## src/rtl/ripple_count_monitor.sv

```systemverilog
// ----------------------------------------------------------------------------
// ripple_count_monitor
//
// Purpose:
//   Consumes the output of a free-running ripple counter. That output is
//   asynchronous to clk and glitches while a carry ripples through it. This
//   block:
//     - brings the value into the clk domain with a two-flop synchroniser;
//     - accepts a value only after it has been stable for STABLE_CYCLES;
//     - computes the modulo-2^CNT_W increment since the last accepted value;
//     - keeps a running total of those increments;
//     - queues {delta, total} records in a small FIFO that is drained through
//       a valid/ready handshake.
//
// Ports:
//   clk        in   system clock, rising edge
//   rst        in   synchronous active-high reset
//   cnt_in     in   raw ripple counter value (asynchronous to clk)
//   enable     in   monitoring enable; a rising enable re-primes the baseline
//   out_ready  in   consumer ready
//   out_valid  out  FIFO head record valid
//   out_delta  out  increment carried by the head record
//   out_total  out  running total after that increment
//   fifo_level out  registered FIFO occupancy
//   overflow   out  sticky: a record was dropped because the FIFO was full
//
// Build option:
//   RCM_SATURATE_EN  when defined, the running total saturates at
//                    2^TOTAL_W-1 instead of wrapping modulo 2^TOTAL_W.
// ----------------------------------------------------------------------------
module ripple_count_monitor #(
    parameter int CNT_W         = 4,
    parameter int STABLE_CYCLES = 2,
    parameter int TOTAL_W       = 16,
    parameter int FIFO_DEPTH    = 4
) (
    input  logic                          clk,
    input  logic                          rst,
    input  logic [CNT_W-1:0]              cnt_in,
    input  logic                          enable,
    input  logic                          out_ready,
    output logic                          out_valid,
    output logic [CNT_W-1:0]              out_delta,
    output logic [TOTAL_W-1:0]            out_total,
    output logic [$clog2(FIFO_DEPTH):0]   fifo_level,
    output logic                          overflow
);

    localparam int AW     = $clog2(FIFO_DEPTH);
    localparam int LVL_W  = AW + 1;
    localparam int HOLD_W = $clog2(STABLE_CYCLES + 1);
    localparam int REC_W  = CNT_W + TOTAL_W;

    localparam logic [HOLD_W-1:0] HOLD_MAX = HOLD_W'(STABLE_CYCLES);
    localparam logic [HOLD_W-1:0] HOLD_ONE = HOLD_W'(1);
    localparam logic [LVL_W-1:0]  LVL_FULL = LVL_W'(FIFO_DEPTH);
    localparam logic [LVL_W-1:0]  LVL_ONE  = LVL_W'(1);
    localparam logic [AW-1:0]     PTR_ONE  = AW'(1);

    typedef enum logic [1:0] {
        IDLE  = 2'd0,
        PRIME = 2'd1,
        TRACK = 2'd2
    } state_t;

    // ------------------------------------------------------------------
    // Running-total update: wrap or saturate depending on the build.
    // ------------------------------------------------------------------
`ifdef RCM_SATURATE_EN
    function automatic logic [TOTAL_W-1:0] add_total(
        input logic [TOTAL_W-1:0] total,
        input logic [CNT_W-1:0]   delta
    );
        logic [TOTAL_W:0] sum;
        sum = {1'b0, total} + (TOTAL_W+1)'(delta);
        if (sum[TOTAL_W]) begin
            return '1;
        end
        return sum[TOTAL_W-1:0];
    endfunction
`else
    function automatic logic [TOTAL_W-1:0] add_total(
        input logic [TOTAL_W-1:0] total,
        input logic [CNT_W-1:0]   delta
    );
        return total + TOTAL_W'(delta);
    endfunction
`endif

    // Synchroniser and stability filter
    logic [CNT_W-1:0]  s1_q, s2_q;
    logic [HOLD_W-1:0] hold_q, hold_d;
    logic              sv_ok;
    logic [CNT_W-1:0]  sv;

    // Tracking state
    state_t             state_q, state_d;
    logic [CNT_W-1:0]   last_acc_q, last_acc_d;
    logic [TOTAL_W-1:0] total_q, total_d;
    logic [CNT_W-1:0]   delta;
    logic               accept;

    // Record FIFO
    logic [REC_W-1:0] mem_q [FIFO_DEPTH];
    logic [AW-1:0]    wr_ptr_q, rd_ptr_q;
    logic [LVL_W-1:0] level_q, level_d;
    logic             overflow_q;
    logic             full, pop, do_push, drop;
    logic [REC_W-1:0] head;

    // ------------------------------------------------------------------
    // Stage: synchroniser + hold counter.
    // s1/s2 always run. The hold counter restarts at 1 whenever s2 is about
    // to take a new value (s1 != s2), so after the edge it counts how many
    // cycles the current s2 value has been present.
    // ------------------------------------------------------------------
    always_comb begin
        hold_d = hold_q;
        if (s1_q != s2_q) begin
            hold_d = HOLD_ONE;
        end else if (hold_q != HOLD_MAX) begin
            hold_d = hold_q + HOLD_ONE;
        end
    end

    always_ff @(posedge clk) begin
        if (rst) begin
            s1_q   <= '0;
            s2_q   <= '0;
            hold_q <= '0;
        end else begin
            s1_q   <= cnt_in;
            s2_q   <= s1_q;
            hold_q <= hold_d;
        end
    end

    assign sv_ok = (hold_q == HOLD_MAX);
    assign sv    = s2_q;

    // ------------------------------------------------------------------
    // Stage: accept FSM, delta and running total.
    // Dropping enable always wins; on re-enable the baseline is re-primed
    // so a change that happened while disabled produces no record.
    // ------------------------------------------------------------------
    assign delta = sv - last_acc_q;

    always_comb begin
        state_d    = state_q;
        last_acc_d = last_acc_q;
        total_d    = total_q;
        accept     = 1'b0;
        case (state_q)
            IDLE: begin
                if (enable) begin
                    state_d = PRIME;
                end
            end
            PRIME: begin
                if (!enable) begin
                    state_d = IDLE;
                end else if (sv_ok) begin
                    last_acc_d = sv;
                    state_d    = TRACK;
                end
            end
            TRACK: begin
                if (!enable) begin
                    state_d = IDLE;
                end else if (sv_ok && (sv != last_acc_q)) begin
                    accept     = 1'b1;
                    last_acc_d = sv;
                    total_d    = add_total(total_q, delta);
                end
            end
            default: begin
                state_d = IDLE;
            end
        endcase
    end

    always_ff @(posedge clk) begin
        if (rst) begin
            state_q    <= IDLE;
            last_acc_q <= '0;
            total_q    <= '0;
        end else begin
            state_q    <= state_d;
            last_acc_q <= last_acc_d;
            total_q    <= total_d;
        end
    end

    // ------------------------------------------------------------------
    // Stage: record FIFO.
    // A push into a full FIFO still succeeds if the head is popped in the
    // same cycle; otherwise the record is dropped and overflow latches.
    // ------------------------------------------------------------------
    assign full    = (level_q == LVL_FULL);
    assign pop     = out_valid && out_ready;
    assign do_push = accept && (!full || pop);
    assign drop    = accept && full && !pop;

    always_comb begin
        level_d = level_q;
        case ({do_push, pop})
            2'b10:   level_d = level_q + LVL_ONE;
            2'b01:   level_d = level_q - LVL_ONE;
            default: level_d = level_q;
        endcase
    end

    always_ff @(posedge clk) begin
        if (rst) begin
            wr_ptr_q   <= '0;
            rd_ptr_q   <= '0;
            level_q    <= '0;
            overflow_q <= 1'b0;
        end else begin
            if (do_push) begin
                wr_ptr_q <= wr_ptr_q + PTR_ONE;
            end
            if (pop) begin
                rd_ptr_q <= rd_ptr_q + PTR_ONE;
            end
            level_q <= level_d;
            if (drop) begin
                overflow_q <= 1'b1;
            end
        end
    end

    // Storage carries data only; validity comes from the pointers/level.
    always_ff @(posedge clk) begin
        if (do_push) begin
            mem_q[wr_ptr_q] <= {delta, total_d};
        end
    end

    // Outputs: head record is forced to zero while the FIFO is empty so the
    // data outputs read 0 after reset and never expose stale storage.
    assign head       = mem_q[rd_ptr_q];
    assign out_valid  = (level_q != '0);
    assign out_delta  = out_valid ? head[REC_W-1:TOTAL_W] : '0;
    assign out_total  = out_valid ? head[TOTAL_W-1:0]     : '0;
    assign fifo_level = level_q;
    assign overflow   = overflow_q;

endmodule

```

## config.mk

```make
export PLATFORM = sky130hd
export DESIGN_NAME = ripple_count_monitor
export DESIGN_NICKNAME = d
export VERILOG_FILES = /design/src/rtl/ripple_count_monitor.sv
export SDC_FILE = /design/constraint.sdc
export NUM_CORES = 1
export LEC_CHECK = 0
export CAP_MARGIN = 20
export CELL_PAD_IN_SITES_DETAIL_PLACEMENT = 2
export CELL_PAD_IN_SITES_GLOBAL_PLACEMENT = 2
export CORE_ASPECT_RATIO = 0.6
export CORE_MARGIN = 5
export CORE_UTILIZATION = 38
export DETAILED_ROUTE_END_ITERATION = 16
export HOLD_SLACK_MARGIN = 0.03
export PLACE_DENSITY_LB_ADDON = 0.1
export SLEW_MARGIN = 10
export SYNTH_ARGS = -nofsm -noshare
export SYNTH_HDL_FRONTEND = slang
export SYNTH_SLANG_ARGS = --single-unit
```

## constraint.sdc

```tcl
create_clock -name clk -period 2.78 [get_ports clk]
set_input_delay 0.695 -clock clk [delete_from_list [all_inputs] [get_ports clk]]
set_output_delay 0.695 -clock clk [all_outputs]
set_load 0.01 [all_outputs]
```

# Yosys cells after proc, flatten, opt, wreduce, memory -nomap -nowiden
# Memories as Yosys holds them, arrays and structs flattened. A register that Yosys moved wholly into a read port is not among the register bits.
# Cells that the tools add are included.
# W data, S select, Z words.
# totals
regBits	40
mem_bits_rw	80
input_bits	8
out_inout_bits	25
wordCells	76
mem_count	1
# memory_table
name	depth	word_bits	rd	rd_ports_with_merged_regs	write_ports	line	text
mem_q	4	20	1	1	1	104	logic [REC_W-1:0] mem_q [FIFO_DEPTH];
# op_classes
add_sub_neg	7
n_eq_ne	16
muxes	25
n_reduce_logical	16
# ops
operator	count
$mux W16	4
$mux W4	5
$add A16 B4 Y16	1
$ne A2 B2 Y1 const B	7
$mux W2	6
$ne A4 B4 Y1	2
$pmux W4 S2	1
$mux W1	7
$add A2 B1 Y2 const B	3
$eq A2 B2 Y1 const B	3
$pmux W2 S3	1
$pmux W3 S2	1
$reduce_bool A2 Y1	3
$logic_and A1 B1 Y1	5
$reduce_and A5 Y1	1
$eq A2 B1 Y1 const B	2
$sub A4 B4 Y4	1
$add A3 B1 Y3 const B	1
$eq A3 B3 Y1 const B	1
$ne A3 B3 Y1 const B	1
$reduce_and A3 Y1	1
$reduce_bool A3 Y1	1
$sub A3 B1 Y3 const B	1
$logic_not A1 Y1	2
3 further kinds	3

# Logic depth before layout (Yosys ltp)
# logic_depth
ltp_word	8
mapped_depth	12
ltp_nobuf	11

# Worst setup path after synthesis
# OpenSTA, ideal clock, no wires.
# synth_timing
kind	flip-flop to flip-flop
from	register s2_q[0]
to	memory mem_q[0][12] in the netlist's numbering (data pin)
setup_ns	0.279
t_arrival_ns	2.398
t_required_ns	2.501
path_slack_ns	0.103
path_stages_with_launch	11
path_buffers	1
synth_period_minus_slack_ns	2.677
path_cell_list	dfxtp_1 -> inv_1 -> ha_1 -> inv_1 -> fa_1 -> fa_1 -> a21o_1 -> a21oi_1 -> clkbuf_1 -> or4_4 -> nand2_1
# synth_via
elab_chain_len	5
word_cells_on_any_way	7
cone_classes	add/sub (2); eq/ne (1); mux (3); reduce/logical (1)
# synth_lines
item	line	text
start, declared	91	logic [CNT_W-1:0] s1_q, s2_q;
start signal, assigned	133	s2_q <= s1_q;
$sub A4 B4 Y4	146	assign delta = sv - last_acc_q;
named net delta[1]	100	logic [CNT_W-1:0] delta;
$add A16 B4 Y16	86	return total + TOTAL_W'(delta);
$mux W16	170	end else if (sv_ok && (sv != last_acc_q)) begin
$mux W16	168	if (!enable) begin
$mux W16	153	case (state_q)
named net total_d[12]	99	logic [TOTAL_W-1:0] total_q, total_d;
end, declared	104	
# The timed path passes the listed nets, and every way through them passes these cells.

# Final worst setup path
# layout_timing
from	register s2_q[0]
to	memory mem_q[0][8] in the netlist's numbering (data pin)
# Same word-level chain as after synthesis.

==> tab_implementation.tex <==
\begin{tabular}{lr}
\hline
Metric & Value \\
\hline
\multicolumn{2}{l}{\textbf{Run status}} \\
\quad Outcome & completed \\
\multicolumn{2}{l}{\textbf{Timing}} \\
\quad Worst Tran Pin Value & 0.666 ns \\
\quad Clock period minus worst slack & 2.77 ns \\
\quad Final worst setup slack & $\sim$0.0082 ns \\
\quad \# setup viols final & 0 \\
\quad Achievable clock frequency & 361 MHz \\
\quad Count of pins over their slew limit & 0 \\
\quad Clock skew after layout & 0.00889 ns \\
\quad Number of endpoints with negative hold slack in the final report & 0 \\
\quad Slew HR & 0.555 \\
\quad Post-route clock period utilization & 0.997 \\
\multicolumn{2}{l}{\textbf{Setup path}} \\
\quad Critical path class & flip-flop to flip-flop \\
\quad Type of origin of the critical path & flip-flop \\
\quad Peak fanout along the critical path & 6 \\
\quad Start of the worst register-to-register path & s2\_q[0]\$\_SDFF\_PP0\_ \\
\quad Worst R2R Path Depth & 11 \\
\quad Endpoint arrival time on the critical path & 2.89 ns \\
\quad Worst r2r dst & mem\_q[0][8]\$\_DFFE\_PP\_ \\
\quad Required time at the worst-slack endpoint & 2.89 ns \\
\quad Crit. End Element & flip-flop \\
\quad Register-to-register setup slack & just over 0.008 ns \\
\multicolumn{2}{l}{\textbf{Power and ir drop}} \\
\quad Pleak & approximately 0.0024 uW \\
\quad Power per cell area & 620 mW/mm\^{}2 \\
\quad Maximum vdd drop & 375 uV \\
\multicolumn{2}{l}{\textbf{Layout}} \\
\quad Non-filler cells in the finished layout & 652 \\
\quad Area added between synthesis and finish & 29.0\% \\
\quad Share of final-layout standard cells stronger than drive strength 1 & 0.270 \\
\quad Diode insertion count for antenna repair & 0 \\
\quad Final net count & 470 \\
\multicolumn{2}{l}{\textbf{Clocking}} \\
\quad Clock tree from TritonCTS & yes \\
\quad H-tree depth & 4 \\
\quad Root Driver & clkbuf\_16 \\
\quad Clock net sink count & between 100 and 150 \\
\quad Max Root-Sink Buffers & 2 \\
\quad Clk Latency, worst-skew pair & about 0.4 ns \\
\quad Inserted Clock Buffers & 17 \\
\quad Register clock-pin slew on the reported worst setup and hold paths & 0.06 ns \\
\multicolumn{2}{l}{\textbf{Logic synthesis}} \\
\quad Post-synthesis async set-or-reset flop share & 0 \\
\quad Portion of synthesized cell area occupied by the leading cell type & 0.450 \\
\quad Post-synthesis instance area & roughly 0.0053 mm\^{}2 \\
\quad Avg Inst Size Synth & 14.1 um\^{}2 \\
\quad Flip-flop cell with the highest count after synthesis & edfxtp\_1 \\
\quad Share of the yosys chip area belonging to registers & 0.607 \\
\quad Cell type with the highest aggregate area in the netlist & edfxtp\_1 \\
\quad Top cells by area in the synthesized netlist & edfxtp\_1 (45\%), dfxtp\_1 (16\%), mux4\_2 (8.4\%) \\
\quad Top post-synthesis cells by count & edfxtp\_1 (80), dfxtp\_1 (42), nor2b\_1 (33) \\
\quad Number of distinct library cells after synthesis & 52 \\
\quad Post-Syn Nets & roughly 400 \\
\quad Flops \& latches, synth & 122 \\
\quad Number of synthesized flops with an enable pin & 80 \\
\quad Count of synthesis-stage warnings from yosys & 0 \\
\quad Most used standard cell by instance count after synthesis & edfxtp\_1 \\
\quad Cell count after synthesis & 379 \\
\multicolumn{2}{l}{\textbf{Floorplan}} \\
\quad Starting utilization of the core area & 0.389 \\
\quad Area of the core & 0.0137 mm\^{}2 \\
\quad I/O pins & 33 \\
\quad Chip Width & roughly 160 um \\
\quad Die area & 0.0166 mm\^{}2 \\
\quad Site row count & 33 \\
\quad Die Y & 102 um \\
\multicolumn{2}{l}{\textbf{Global routing}} \\
\quad Global-route total usage across every layer & 0.181 \\
\quad Largest net degree at the start of global routing & 31 \\
\quad Number of antenna violations at the first check in global routing & 1 \\
\quad Number of global-route vias before repair & about 3800 \\
\quad Global-route congestion overflow total & 0 \\
\quad Wire length of the first global-routing pass & roughly 22000 um \\
\multicolumn{2}{l}{\textbf{Place}} \\
\quad Post-Place Cells & 612 \\
\quad Post-detail-place hpwl & 9030 um \\
\quad Placement-stage worst setup slack & -0.183 ns \\
\quad Placer Congestion & 0.757 \\
\quad Port buffer count & 32 \\
\multicolumn{2}{l}{\textbf{Drt}} \\
\quad Number of nets still failing antenna checks after routing & 0 \\
\quad Via count & around 3400 \\
\quad Routed wirelength normalized by instance count & between 20 and 25 um \\
\quad Number of detailed-routing iterations run before antenna repair & 4 \\
\quad Post-detailed-route via-to-cell ratio & about 5.2 \\
\quad Final wirelength & 14400 um \\
\quad Starting DRT DRC Count & 180 \\
\quad Post-detailed-route DRC marker count & 0 \\
\multicolumn{2}{l}{\textbf{Min path}} \\
\quad Terminating pin of the worst hold path & overflow\$\_SDFFE\_PP0P\_ \\
\quad Worst hold path type & flip-flop to flip-flop \\
\quad Startpoint of the most critical hold path & overflow\$\_SDFFE\_PP0P\_ \\
\quad Cell depth of the worst min-delay path & 2 \\
\multicolumn{2}{l}{\textbf{Job}} \\
\quad Number of max-cap violations & 0 \\
\hline
\end{tabular}
-- routing by layer --
layer | GRT usage | wire, um | part of all wire | vias up
met3 | 0.0468 | 633 | 0.044 | 15
met1 | 0.253 | 6940 | 0.48 | 1757
met5 | 0 | 0 | 0 | -
met2 | 0.287 | 6700 | 0.46 | 72
met4 | 0.0470 | 153 | 0.011 | 0
li1 | - | - | - | 1560
-- registers in the layout (all words and copies together) (netlist names), 3 cells and up, named ones only --
name        flops
fifo_level      3
last_acc_q      4
mem_q          80
s1_q            4
s2_q            4
total_q        16
-- how the worst max path moves through the flow --
stage | startpoint | endpoint | slack (ns) | depth (start not counted)
finish | s2_q[0]$_SDFF_PP0_ | mem_q[0][8]$_DFFE_PP_ | 0.008 | 11
global route | last_acc_q[0]$_SDFFE_PP0P_ | mem_q[0][7]$_DFFE_PP_ | -0.05 | 10
global placement | last_acc_q[1]$_SDFFE_PP0P_ | mem_q[0][7]$_DFFE_PP_ | -0.02 | 11
floorplan | s2_q[0]$_SDFF_PP0_ | mem_q[0][12]$_DFFE_PP_ | 0.10 | 10
CTS | last_acc_q[1]$_SDFFE_PP0P_ | mem_q[0][9]$_DFFE_PP_ | 0.0006 | 11
detailed placement | last_acc_q[1]$_SDFFE_PP0P_ | mem_q[1][7]$_DFFE_PP_ | -0.18 | 11
-- critical path, cell delays in order, from the launching register on --
cell and delay [ns]:
dfxtp_2 0.32, inv_2 0.06, ha_4 0.12, inv_2 0.04, fa_2 0.35, xor2_2 0.19
ha_1 0.34, a21o_1 0.20, a21oi_4 0.08, buf_4 0.17, o21ai_0 0.44, nand2_2 0.19
-- cells in the final DEF, fill, tap and decap left out, types with 4 or more instances in the layout --
master / synthesis / layout
nand2b_1: 10 / 10
or3_1: 4 / 4
o211ai_1: 4 / 4
edfxtp_1: 80 / 80
nor2_1: 14 / 14
o31ai_1: 8 / 5
xnor2_1: 10 / 9
ha_4: 0 / 5
nor2b_1: 33 / 33
mux2i_1: 8 / 8
dfxtp_2: 0 / 4
and2_1: 4 / 4
nand2_2: 0 / 4
inv_1: 11 / 8
a21oi_1: 18 / 16
mux4_2: 20 / 20
mux2_2: 4 / 4
ha_1: 12 / 7
buf_4: 2 / 24
buf_12: 0 / 6
dfxtp_1: 42 / 37
inv_6: 0 / 4
nand2_1: 19 / 15
dlygate4sd2_1: 0 / 20
clkbuf_16: 0 / 17
or4_1: 7 / 7
clkdlybuf4s50_1: 0 / 11
nor3_1: 7 / 6
-- layout make-up --
cell class | instances | area (um^2)
Inverter | 11 | 41.3
Clock inverter | 14 | 169
Multi-Input combinational cell | 230 | 2120
Clock buffer | 18 | 429
Sequential cell | 122 | 3250
Tap cell | 192 | 240
Timing Repair Buffer | 65 | 634
Fill cell | 1293 | 6820
-- what timing repair did --
| item | CTS | global route |
|---|---|---|
| cloned | 1 | 2 |
| resized for setup | 32 | 26 |
| endpoints found under the setup margin | 49 | 51 |
| buffers inserted | 0 | 5 |
| pin swaps | 5 | 10 |
| hold buffers | 0 | 0 |
-- per-stage QoR --
stage | power (uW) | utilization | instance area [um^2] | hold slack, ns | TNS, ns
final | 4270 | 0.502 | 6890 | 0.478 | 0
after global routing | 4410 | 0.502 | 6890 | 0.498 | -0.487
after CTS | 4310 | 0.491 | 6730 | 0.477 | 0
after detailed placement | 2060 | 0.443 | 6070 | 0.467 | -1.32
after global placement | 2050 | 0.443 | 6070 | 0.454 | -0.0926
after floorplan | 2020 | - | 5340 | 0.449 | 0
-- logic make-up (layout without fill, tap and decap cells) --
group | count (synthesis) | in the layout | share of synthesized area
mux | 32 | 32 | 0.108
xor+xnor | 15 | 15 | 0.0260
buf+inv | 27 | 108 | 0.0244
flops | 122 | 122 | 0.607
fa+ha+maj | 15 | 15 | 0.0394
simple gates | 119 | 119 | 0.132
compound gates | 49 | 49 | 0.0630
-- report_power, final --
part | leakage (uW) | internal (uW) | switching (uW) | total (uW)
combinational | 0.00110 | 49.3 | 54.6 | 104
clock | 0.000284 | 1410 | 825 | 2240
sequential | 0.00102 | 1920 | 7.59 | 1930
Power figures use the tool's default switching activity.
